$ cat src/rtl/mem_access_unit_pkg.sv
// Shared constants for the load/store access unit: access-type codes,
// FSM state encoding, response error codes and an access-size helper.
package mem_access_unit_pkg;

  typedef enum logic [2:0] {
    ACC_BYTE  = 3'b000,
    ACC_HALF  = 3'b001,
    ACC_WORD  = 3'b010,
    ACC_DWORD = 3'b011,
    ACC_BYTEU = 3'b100,
    ACC_HALFU = 3'b101
  } acc_type_e;

  typedef enum logic [1:0] {
    ST_IDLE     = 2'b00,
    ST_WAIT_MEM = 2'b01,
    ST_RESP     = 2'b10
  } state_e;

  typedef enum logic [1:0] {
    ERR_OK       = 2'b00,
    ERR_MISALIGN = 2'b01,
    ERR_TIMEOUT  = 2'b10
  } rsp_err_e;

  // Access size in bytes; 0 marks a code that is illegal for this data width.
  function automatic logic [3:0] acc_bytes(input logic [2:0] acc_type, input int data_w);
    case (acc_type)
      ACC_BYTE, ACC_BYTEU: return 4'd1;
      ACC_HALF, ACC_HALFU: return 4'd2;
      ACC_WORD:            return 4'd4;
      ACC_DWORD:           return (data_w == 64) ? 4'd8 : 4'd0;
      default:             return 4'd0;
    endcase
  endfunction

endpackage

$ cat src/rtl/mem_access_unit_if.sv
// Request, memory and response signals of the access unit.
// master = datapath plus memory side, slave = the access unit itself.
interface mem_access_unit_if #(
  parameter int DATA_W = 32,
  parameter int ADDR_W = 32
);
  logic                  req_valid;
  logic                  req_ready;
  logic                  req_store;
  logic [2:0]            req_type;
  logic [ADDR_W-1:0]     req_addr;
  logic [DATA_W-1:0]     req_wdata;

  logic                  mem_req;
  logic                  mem_we;
  logic [DATA_W/8-1:0]   mem_be;
  logic [ADDR_W-1:0]     mem_addr;
  logic [DATA_W-1:0]     mem_wdata;
  logic                  mem_ack;
  logic [DATA_W-1:0]     mem_rdata;

  logic                  rsp_valid;
  logic [DATA_W-1:0]     rsp_data;
  logic [1:0]            rsp_err;

  modport master (
    output req_valid, req_store, req_type, req_addr, req_wdata, mem_ack, mem_rdata,
    input  req_ready, mem_req, mem_we, mem_be, mem_addr, mem_wdata,
    input  rsp_valid, rsp_data, rsp_err
  );

  modport slave (
    input  req_valid, req_store, req_type, req_addr, req_wdata, mem_ack, mem_rdata,
    output req_ready, mem_req, mem_we, mem_be, mem_addr, mem_wdata,
    output rsp_valid, rsp_data, rsp_err
  );
endinterface

$ cat src/rtl/mem_access_unit_lane_fmt.sv
// Combinational load formatter: selects the addressed lane of a memory word
// and sign- or zero-extends it according to the access type.
module mem_lane_fmt
  import mem_access_unit_pkg::*;
#(
  parameter int DATA_W = 32
) (
  input  logic [DATA_W-1:0]            rdata,
  input  logic [2:0]                   acc_type,
  input  logic [$clog2(DATA_W/8)-1:0]  offset,
  output logic [DATA_W-1:0]            data
);
  logic [DATA_W-1:0] lane;

  always_comb begin
    lane = rdata >> {offset, 3'b000};
    data = '0;
    case (acc_type)
      ACC_BYTE:  data = DATA_W'(signed'(lane[7:0]));
      ACC_BYTEU: data = DATA_W'(lane[7:0]);
      ACC_HALF:  data = DATA_W'(signed'(lane[15:0]));
      ACC_HALFU: data = DATA_W'(lane[15:0]);
      // On a 32-bit datapath this is a plain pass-through.
      ACC_WORD:  data = DATA_W'(signed'(lane[31:0]));
      ACC_DWORD: data = (DATA_W == 64) ? lane : '0;
      default:   data = '0;
    endcase
  end
endmodule

$ cat src/rtl/mem_access_unit.sv
// Load/store access unit: latches one request, drives an aligned memory access
// and returns a registered response. Optional macro: MEM_ACCESS_MISALIGN_TRAP_EN.
module mem_access_unit
  import mem_access_unit_pkg::*;
#(
  parameter int DATA_W  = 32,
  parameter int ADDR_W  = 32,
  parameter int TIMEOUT = 16
) (
  input logic              clk,
  input logic              reset,
  mem_access_unit_if.slave bus
);
  localparam int BE_W  = DATA_W / 8;
  localparam int OFF_W = $clog2(BE_W);
  localparam int CNT_W = (TIMEOUT > 0) ? $clog2(TIMEOUT + 1) : 1;

  state_e state_reg, state_next;

  logic                 store_reg;
  logic [2:0]           type_reg;
  logic [OFF_W-1:0]     off_reg;
  logic [ADDR_W-1:0]    addr_reg;
  logic [DATA_W-1:0]    wdata_reg;
  logic [BE_W-1:0]      be_reg;
  logic [CNT_W-1:0]     cnt_reg;
  logic [DATA_W-1:0]    rsp_data_reg;
  rsp_err_e             rsp_err_reg;

  logic [3:0]           req_size;
  logic                 req_legal;
  logic [OFF_W-1:0]     req_off;
  logic [OFF_W-1:0]     size_m1;
  logic [OFF_W-1:0]     off_aligned;
  logic [BE_W-1:0]      be_store;
  logic [BE_W-1:0]      be_next;
  logic [BE_W-1:0][7:0] wdata_lanes;
  logic                 accept;
  logic                 trap_req;
  logic                 timeout_hit;
  logic [DATA_W-1:0]    fmt_data;

  assign req_size    = acc_bytes(bus.req_type, DATA_W);
  assign req_legal   = (req_size != 4'd0);
  assign req_off     = bus.req_addr[OFF_W-1:0];
  assign size_m1     = req_legal ? OFF_W'(req_size - 4'd1) : '0;
  // Low offset bits below the access size are dropped: natural alignment.
  assign off_aligned = req_off & ~size_m1;
  assign be_store    = req_legal ? (BE_W'((16'd1 << req_size) - 16'd1) << off_aligned) : '0;
  assign be_next     = !req_legal ? '0 : (bus.req_store ? be_store : '1);

  // Each byte lane takes the matching byte of the replicated low data unit.
  for (genvar gi = 0; gi < BE_W; gi++) begin : g_lane
    assign wdata_lanes[gi] =
      (req_size == 4'd1) ? bus.req_wdata[7:0] :
      (req_size == 4'd2) ? bus.req_wdata[8*(gi%2) +: 8] :
      (req_size == 4'd4) ? bus.req_wdata[8*(gi%4) +: 8] :
      (req_size == 4'd8) ? bus.req_wdata[8*gi +: 8] : 8'h00;
  end

`ifdef MEM_ACCESS_MISALIGN_TRAP_EN
  assign trap_req = ((req_off & size_m1) != '0);
`else
  assign trap_req = 1'b0;
`endif

  assign accept      = bus.req_valid && (state_reg == ST_IDLE);
  assign timeout_hit = (TIMEOUT > 0) && (cnt_reg == CNT_W'(TIMEOUT - 1));

  mem_lane_fmt #(.DATA_W(DATA_W)) u_lane_fmt (
    .rdata    (bus.mem_rdata),
    .acc_type (type_reg),
    .offset   (off_reg),
    .data     (fmt_data)
  );

  always_ff @(posedge clk or negedge reset) begin
    if (!reset) begin
      state_reg <= ST_IDLE;
    end else begin
      state_reg <= state_next;
    end
  end

  always_comb begin
    state_next = state_reg;
    case (state_reg)
      ST_IDLE:     if (accept) state_next = trap_req ? ST_RESP : ST_WAIT_MEM;
      ST_WAIT_MEM: if (bus.mem_ack || timeout_hit) state_next = ST_RESP;
      ST_RESP:     state_next = ST_IDLE;
      default:     state_next = ST_IDLE;
    endcase
  end

  always_comb begin
    bus.req_ready = (state_reg == ST_IDLE);
    bus.mem_req   = (state_reg == ST_WAIT_MEM);
    bus.mem_we    = (state_reg == ST_WAIT_MEM) && store_reg;
    bus.mem_be    = (state_reg == ST_WAIT_MEM) ? be_reg : '0;
    bus.rsp_valid = (state_reg == ST_RESP);
  end

  assign bus.mem_addr  = addr_reg;
  assign bus.mem_wdata = wdata_reg;
  assign bus.rsp_data  = rsp_data_reg;
  assign bus.rsp_err   = rsp_err_reg;

  always_ff @(posedge clk or negedge reset) begin
    if (!reset) begin
      store_reg    <= 1'b0;
      type_reg     <= '0;
      off_reg      <= '0;
      addr_reg     <= '0;
      wdata_reg    <= '0;
      be_reg       <= '0;
      cnt_reg      <= '0;
      rsp_data_reg <= '0;
      rsp_err_reg  <= ERR_OK;
    end else begin
      case (state_reg)
        ST_IDLE: begin
          if (accept) begin
            store_reg <= bus.req_store;
            type_reg  <= bus.req_type;
            off_reg   <= off_aligned;
            addr_reg  <= {bus.req_addr[ADDR_W-1:OFF_W], {OFF_W{1'b0}}};
            wdata_reg <= wdata_lanes;
            be_reg    <= be_next;
            cnt_reg   <= '0;
            if (trap_req) begin
              rsp_data_reg <= '0;
              rsp_err_reg  <= ERR_MISALIGN;
            end
          end
        end
        ST_WAIT_MEM: begin
          cnt_reg <= cnt_reg + 1'b1;
          // An acknowledge in the timeout cycle still completes normally.
          if (bus.mem_ack) begin
            rsp_data_reg <= store_reg ? '0 : fmt_data;
            rsp_err_reg  <= ERR_OK;
          end else if (timeout_hit) begin
            rsp_data_reg <= '0;
            rsp_err_reg  <= ERR_TIMEOUT;
          end
        end
        default: ;
      endcase
    end
  end
endmodule
$ cat src/flat_wrapper.sv
// flat-port wrapper written by rule: the top's interface ports become plain ports
module mem_access_unit_flat import mem_access_unit_pkg::*;
#(
  parameter int DATA_W  = 32,
  parameter int ADDR_W  = 32,
  parameter int TIMEOUT = 16
)
  (clk, reset, bus_req_valid, bus_req_store, bus_req_type, bus_req_addr, bus_req_wdata, bus_mem_ack, bus_mem_rdata, bus_req_ready, bus_mem_req, bus_mem_we, bus_mem_be, bus_mem_addr, bus_mem_wdata, bus_rsp_valid, bus_rsp_data, bus_rsp_err);
  mem_access_unit_if #(.DATA_W(DATA_W), .ADDR_W(ADDR_W)) bus_i ();
  input logic clk;
  input logic reset;
  input wire logic [$bits(bus_i.req_valid)-1:0] bus_req_valid;
  input wire logic [$bits(bus_i.req_store)-1:0] bus_req_store;
  input wire logic [$bits(bus_i.req_type)-1:0] bus_req_type;
  input wire logic [$bits(bus_i.req_addr)-1:0] bus_req_addr;
  input wire logic [$bits(bus_i.req_wdata)-1:0] bus_req_wdata;
  input wire logic [$bits(bus_i.mem_ack)-1:0] bus_mem_ack;
  input wire logic [$bits(bus_i.mem_rdata)-1:0] bus_mem_rdata;
  output wire logic [$bits(bus_i.req_ready)-1:0] bus_req_ready;
  output wire logic [$bits(bus_i.mem_req)-1:0] bus_mem_req;
  output wire logic [$bits(bus_i.mem_we)-1:0] bus_mem_we;
  output wire logic [$bits(bus_i.mem_be)-1:0] bus_mem_be;
  output wire logic [$bits(bus_i.mem_addr)-1:0] bus_mem_addr;
  output wire logic [$bits(bus_i.mem_wdata)-1:0] bus_mem_wdata;
  output wire logic [$bits(bus_i.rsp_valid)-1:0] bus_rsp_valid;
  output wire logic [$bits(bus_i.rsp_data)-1:0] bus_rsp_data;
  output wire logic [$bits(bus_i.rsp_err)-1:0] bus_rsp_err;
  assign bus_i.req_valid = bus_req_valid;
  assign bus_i.req_store = bus_req_store;
  assign bus_i.req_type = bus_req_type;
  assign bus_i.req_addr = bus_req_addr;
  assign bus_i.req_wdata = bus_req_wdata;
  assign bus_i.mem_ack = bus_mem_ack;
  assign bus_i.mem_rdata = bus_mem_rdata;
  assign bus_req_ready = bus_i.req_ready;
  assign bus_mem_req = bus_i.mem_req;
  assign bus_mem_we = bus_i.mem_we;
  assign bus_mem_be = bus_i.mem_be;
  assign bus_mem_addr = bus_i.mem_addr;
  assign bus_mem_wdata = bus_i.mem_wdata;
  assign bus_rsp_valid = bus_i.rsp_valid;
  assign bus_rsp_data = bus_i.rsp_data;
  assign bus_rsp_err = bus_i.rsp_err;
  mem_access_unit #(.DATA_W(DATA_W), .ADDR_W(ADDR_W), .TIMEOUT(TIMEOUT)) u_core (.clk(clk), .reset(reset), .bus(bus_i));
endmodule
$ cat config.mk
export PLATFORM = sky130hd
export DESIGN_NAME = mem_access_unit_flat
export DESIGN_NICKNAME = d
export VERILOG_FILES = /design/src/rtl/mem_access_unit_pkg.sv /design/src/rtl/mem_access_unit_if.sv /design/src/rtl/mem_access_unit_lane_fmt.sv /design/src/rtl/mem_access_unit.sv /design/src/flat_wrapper.sv
export SDC_FILE = /design/constraint.sdc
export NUM_CORES = 1
export LEC_CHECK = 0
export CAP_MARGIN = 40
export CORE_MARGIN = 5
export CORE_UTILIZATION = 25
export CTS_CLUSTER_DIAMETER = 80
export CTS_CLUSTER_SIZE = 16
export DETAILED_ROUTE_END_ITERATION = 8
export PLACE_DENSITY_LB_ADDON = 0.15
export SLEW_MARGIN = 0
export SYNTH_ARGS = -nofsm -noshare
export SYNTH_HDL_FRONTEND = slang
export SYNTH_SLANG_ARGS = --single-unit
$ cat constraint.sdc
create_clock -name clk -period 2.6 [get_ports clk]
set_input_delay 0.52 -clock clk [delete_from_list [all_inputs] [get_ports clk]]
set_output_delay 0.52 -clock clk [all_outputs]
set_load 0.005 [all_outputs]
==> reports/qor.txt, run 1 <==
Final net count - 858
Antenna diodes - 0
Fmax - 405 MHz
Row Count - 53
DRT antenna net count - 0
Slew @ Worst Pin - 0.672 ns
Clock Tree Root - clkbuf_16
Total track usage - 0.145
Critical path type - flip-flop to output port
Area leader, netlist - dfrtp_1
Synth Cell Area - 5230 um2
Max_cap viols - 0
Total CTS buffers - 9
FF+latch count, synth - 112
Pin count of the biggest net entering global routing - 48
Die W - 155 um
Ys async rst share - 1.00
DPL Wire Length - 13800 um
Starting Density - 0.251
Synth Area per Inst - 9.49 um2
Die height - 155 um
Gr ovfl total - 0
Wire length per cell - 17.3 um
RSZ-0062 raised after global routing - no
# Post-CTS Setup Buffers - 0
CTS max path bufs - 2
Nature of the critical path startpoint - flip-flop
Final min period - 2.47 ns
Clock Skew - 0.0125 ns
First-pass GRT wire length - 27600 um
Worst setup EP type - output port
Crit-path max FO - 12
Peak supply drop - 0.000476 V
Clock latency on the worst-skew pair - 0.35 ns
Status - finished clean
DR vias - 4813
Setup TNS - 0 ns
Top Ports - 210
Placer Congestion - 0.916
Worst EP required - 2.08 ns
Crit-path cells - nand2b_1 > inv_4 > and2_1 > clkdlybuf4s50_1
Final Max Slew Viols - 0
Synth Flop Type - dfrtp_1
Pwr dens - 952 nW/um2
Pleak - 3.51 nW
Pre-CTS WS - 0.152 ns
Worst path slowest cell - clkdlybuf4s50_1
H-tree Lvls - 3
Synth unique cells - 44
Fin worst setup slack - 0.132 ns
Top-area cell type share of the netlist area - 0.536
Drt drc - 0
CTS tree - done
Hold/Removal Path Class - primary input to asynchronous set/reset pin
Antenna violations before repair - 0
Number of synthesized flops with an enable pin - 0
Vias per cell - 4.67
Total core area - 20800 um2
Clock-pin transition on the worst setup and hold timing paths - 0.08 ns
Synth Instances - 551
Crit. Startpoint - u_core.state_reg[1]
Setup violators final - 0
Drt total wl - 17800 um
RR Startpoint - u_core.off_reg[0]
CP peak stage delay - 0.50 ns
Number of clock sinks - 112
Seq/Total Area, Yosys - 0.536
Final Cycle Share - 0.949
Number of I/O port buffers - 206
Number of fill cells - 2095
Rel. slew slack - 0.552
Vias in the first global route - 4942
Die ar. - 23900 um2
Tot Pwr - 7.60 mW
Yosys warns - 0
Synth-to-Final Area Change - 52.5%
Share of cells above drive strength 1 - 0.0714
DR iter-0 viols - 275
Top post-synthesis cells by area - dfrtp_1 (54%), nand2_1 (9.5%), mux2i_1 (4.6%)
Data arrival time of the critical path - 1.95 ns
Drt pass-1 iters - 4
CTS Hold Bufs - 0
Total count of hold-check failures in the final report - 0
==> critical path: cells and delay by family (launching register included) <==
family / cells / cell delay (ns)
DFF: 1 / 0.43
buffers and inverters: 2 / 0.69
and+or+nand+nor: 2 / 0.47
==> final timing paths <==
| kind | end | slack [ns] | cells after the start |
|---|---|---|---|
| setup / recovery | bus_mem_be[2] | 0.13 | 4 |
| hold / removal | u_core.bus.rsp_data[3] | 0.07 | 1 |
| setup reg to reg | u_core.bus.rsp_data[16] | 0.52 | 4 |
| hold reg to reg | u_core.bus.mem_addr[3] | 0.48 | 2 |
| max in group asynchronous | u_core.bus.rsp_data[13] | 1.85 | 2 |
| min in group clk | u_core.bus.mem_addr[3] | 0.48 | 2 |
==> per-layer routing <==
layer  vias up  wire length (um)  global-route usage
met5         -                 0                   0
met4         0               273              0.0471
met3        21              1400              0.0436
met2       193              8180               0.224
met1      2299              7970               0.196
li1       2300                 -                   -
==> synthesized netlist by cell type, types with 2 or more instances <==
cell type / count
nand2b_1: 4
a221o_1: 16
o31ai_1: 3
and2_1: 11
a221oi_1: 8
buf_2: 6
nor2_1: 50
ha_1: 3
o22ai_1: 2
mux2_2: 7
buf_1: 5
a22oi_1: 10
o21ai_0: 38
clkbuf_1: 25
buf_4: 4
inv_1: 8
a21oi_1: 25
nor2b_1: 4
mux2i_1: 24
buf_6: 2
nand3b_1: 3
a22o_1: 16
dfrtp_1: 112
nand3_1: 9
a211oi_1: 2
o21a_1: 2
nand2_1: 133
nor3b_1: 2
o211ai_1: 2
==> layout make-up <==
| cell class | instances | area, um2 | area share |
|---|---|---|---|
| inverters | 9 | 36.3 | 0.00455 |
| repair buffers | 229 | 2270 | 0.285 |
| clock buffers | 9 | 225 | 0.0282 |
| multi-input cells | 390 | 2220 | 0.279 |
| flip-flops and latches | 112 | 2800 | 0.351 |
| well taps | 275 | 344 | 0.0431 |
| clock inverters | 7 | 76.3 | 0.00957 |
==> layout by cell type, fill, tap and decap left out, drive strengths merged, types with 2 or more instances in the layout <==
master | netlist | layout
a211oi | 2 | 2
a221oi | 8 | 8
o31ai | 3 | 3
o22ai | 2 | 2
nor3b | 2 | 2
nand2 | 133 | 133
nor2b | 4 | 4
clkinv | 0 | 2
clkdlybuf4s50 | 0 | 205
nand3 | 9 | 9
nand3b | 3 | 3
o21ai | 39 | 39
ha | 3 | 3
a21oi | 25 | 25
nor2 | 50 | 50
o211ai | 2 | 2
nand2b | 4 | 4
and2 | 12 | 12
a221o | 16 | 16
inv | 9 | 12
buf | 17 | 24
a22oi | 10 | 10
mux2i | 24 | 24
o21a | 2 | 2
conb | 1 | 3
a22o | 16 | 16
clkbuf | 25 | 9
mux2 | 8 | 8
dfrtp | 112 | 112
==> stage by stage <==
step | instance area [um2] | utilization | instances | hold slack, ns
after global routing | 7980 | 0.383 | 1031 | 0.0949
after floorplan | 5240 | - | 553 | 0.224
after detailed placement | 7670 | 0.369 | 1015 | 0.461
after global placement | 7670 | 0.369 | 1015 | 0.459
final | 7980 | 0.383 | 1031 | 0.0681
after CTS | 7980 | 0.383 | 1031 | 0.0705
==> cells by family after synthesis <==
family                     Yosys count  synth area share
DFF                                112             0.536
adders and majority gates            3           0.00718
muxes                               32            0.0639
and+or+nand+nor                    223             0.181
AOI/OAI and AO/OA                  128             0.166
xor gates and xnor gates             1           0.00167
buffers and inverters               51            0.0438
other                                1          0.000717
==> power by group <==
group	total [mW]	leakage, nW	internal (mW)	switching, mW
Combinational	3.20	1.94	1.91	1.29
Clock	1.43	0.148	0.759	0.675
Sequential	2.97	1.41	2.45	0.513
==> repair_timing <==
item / in CTS / in global routing
endpoints found under the hold margin: 0 / 0
endpoints found under the setup margin: 0 / 5
gates resized for setup: 0 / 1
No activity file was read; power rests on OpenSTA's default activity.
==> inputs of run 2 (changes only) <==
Settings changed: CORE_MARGIN 5 to not set.
==> reports/qor.txt, run 2 (synthesis gave the netlist of run 1 again) <==
Max_cap viols - 0
Clock Skew - 0.0109 ns
Status - finished clean
DPL Wire Length - 12600 um
Final Max Slew Viols - 0
DR iter-0 viols - 229
Final Cycle Share - 0.927
Gr ovfl total - 0
Vias in the first global route - 4955
CTS resizes - 0
CTS max path bufs - 2
H-tree Lvls - 3
Antenna violations before repair - 0
Number of clock sinks - 112
Total track usage - 0.160
Nature of the critical path startpoint - flip-flop
Placer Congestion - 0.838
P_sw - 2.48 mW
Reg power frac - 0.378
Tot Pwr - 7.69 mW
Worst EP required - 2.08 ns
DR vias - 4728
Total count of hold-check failures in the final report - 0
Slew @ Worst Pin - 0.631 ns
Clock Tree Root - clkbuf_16
Setup TNS - 0 ns
Setup violators final - 0
CTS Hold Bufs - 0
Row Count - 52
Peak supply drop - 0.000402 V
Total core area - 20400 um2
Rel. slew slack - 0.579
Drt total wl - 16800 um
Crit-path max FO - 12
CTS tree - done
DRT antenna net count - 0
First-pass GRT wire length - 26900 um
Clock-pin transition on the worst setup and hold timing paths - 0.08 ns
Wire length per cell - 16.4 um
Clock latency on the worst-skew pair - 0.35 ns
Worst setup EP type - output port
P_int - 5.21 mW
Drt drc - 0
Most frequent cells in the layout - clkdlybuf4s50_1 (205), nand2_1 (132), dfrtp_1 (112)
Sw Ratio - 0.322
Final min period - 2.41 ns
Vias per cell - 4.61
# Post-CTS Setup Buffers - 0
Final net count - 857
Crit. Startpoint - u_core.state_reg[1]
Clk pwr share - 0.204
RSZ-0062 raised after global routing - no
RR Startpoint - u_core.off_reg[0]
Critical path type - flip-flop to output port
Pwr dens - 963 nW/um2
Power share of the combinational group - 0.418
Die W - 147 um
Data arrival time of the critical path - 1.89 ns
Synth-to-Final Area Change - 52.7%
Fmax - 415 MHz
Die ar. - 21500 um2
Pin count of the biggest net entering global routing - 61
Share of cells above drive strength 1 - 0.0715
Leading cell type in the layout, fill and taps excluded - clkdlybuf4s50_1
Antenna diodes - 0
Total CTS buffers - 9
Pleak - 3.52 nW
Top Ports - 210
Starting Density - 0.257
Die height - 147 um
Drt pass-1 iters - 4
Hold/Removal Path Class - primary input to asynchronous set/reset pin
Number of I/O port buffers - 206
==> run 2: cell types whose count changed in the layout (fill, tap and decap cells not counted), sizes merged <==
cell and change:
inv +1, clkinv -1, bufinv +1, clkinvlp -1, buf -1
==> run 2: power groups by stage <==
| stage | Clock (mW) | Combinational [mW] | Sequential (mW) |
|---|---|---|---|
| 3_3_place_gp | 0 | 3.23 | 2.92 |
| 5_1_grt | 1.69 | 3.54 | 3.01 |
| 3_5_place_dp | 0 | 3.26 | 2.93 |
| 2_1_floorplan | 0 | 1.27 | 2.91 |
| 4_1_cts | 1.63 | 3.27 | 2.92 |
| 6_report | 1.57 | 3.21 | 2.91 |
==> run 2: per-stage QoR <==
stage               hold slack [ns]  area [um2]  setup slack, ns  std cells   util
global placement              0.453        7650            0.302       1009  0.376
detailed placement            0.461        7650            0.204       1009  0.376
global route                 0.0773        7990           0.0798       1025  0.392
floorplan                     0.224        5240            0.349        553      -
finish                       0.0651        7990            0.190       1025  0.392
CTS                          0.0657        7980           0.0453       1025  0.392
==> run 2: final timing paths <==
path                                           endpoint  slack, ns  cells past startpoint
worst max register to register  u_core.bus.rsp_data[21]       0.63                      5
worst min register to register  u_core.bus.mem_addr[24]       0.48                      2
worst min-delay path             u_core.bus.mem_addr[5]       0.07                      1
worst max-delay path                      bus_mem_be[2]       0.19                      4
min in group clk                u_core.bus.mem_addr[24]       0.48                      2
max in group asynchronous       u_core.bus.mem_wdata[8]       1.82                      2
==> run 2: per-layer routing <==
layer	vias to the layer above	track usage	part of all wire
met1	2235	0.204	0.44
met3	16	0.0531	0.094
li1	2296	-	-
met4	0	0.0563	0.015
met2	181	0.252	0.46
met5	-	0	0
==> run 2: critical path, cell delays in order (launching register included) <==
cell and delay [ns]:
dfrtp_1 0.43, nand2b_2 0.29, inv_4 0.16, and2_1 0.14
clkdlybuf4s50_1 0.52
==> run 2: cell type report <==
| type | count | area (um2) |
|---|---|---|
| sequential | 112 | 2800 |
| inverter | 9 | 36.3 |
| clock inverter | 7 | 109 |
| timing repair buffer | 228 | 2250 |
| tap | 270 | 338 |
| clock buffer | 9 | 225 |
| fill | 2007 | 12400 |
| multi-input combinational | 390 | 2230 |
==> inputs of run 3 (changes only) <==
Settings changed: ABC_CLOCK_PERIOD_IN_PS set to 2600.
==> results of run 3 <==
Same layout as run 2: the final DEF is identical, and so are final timing and power.
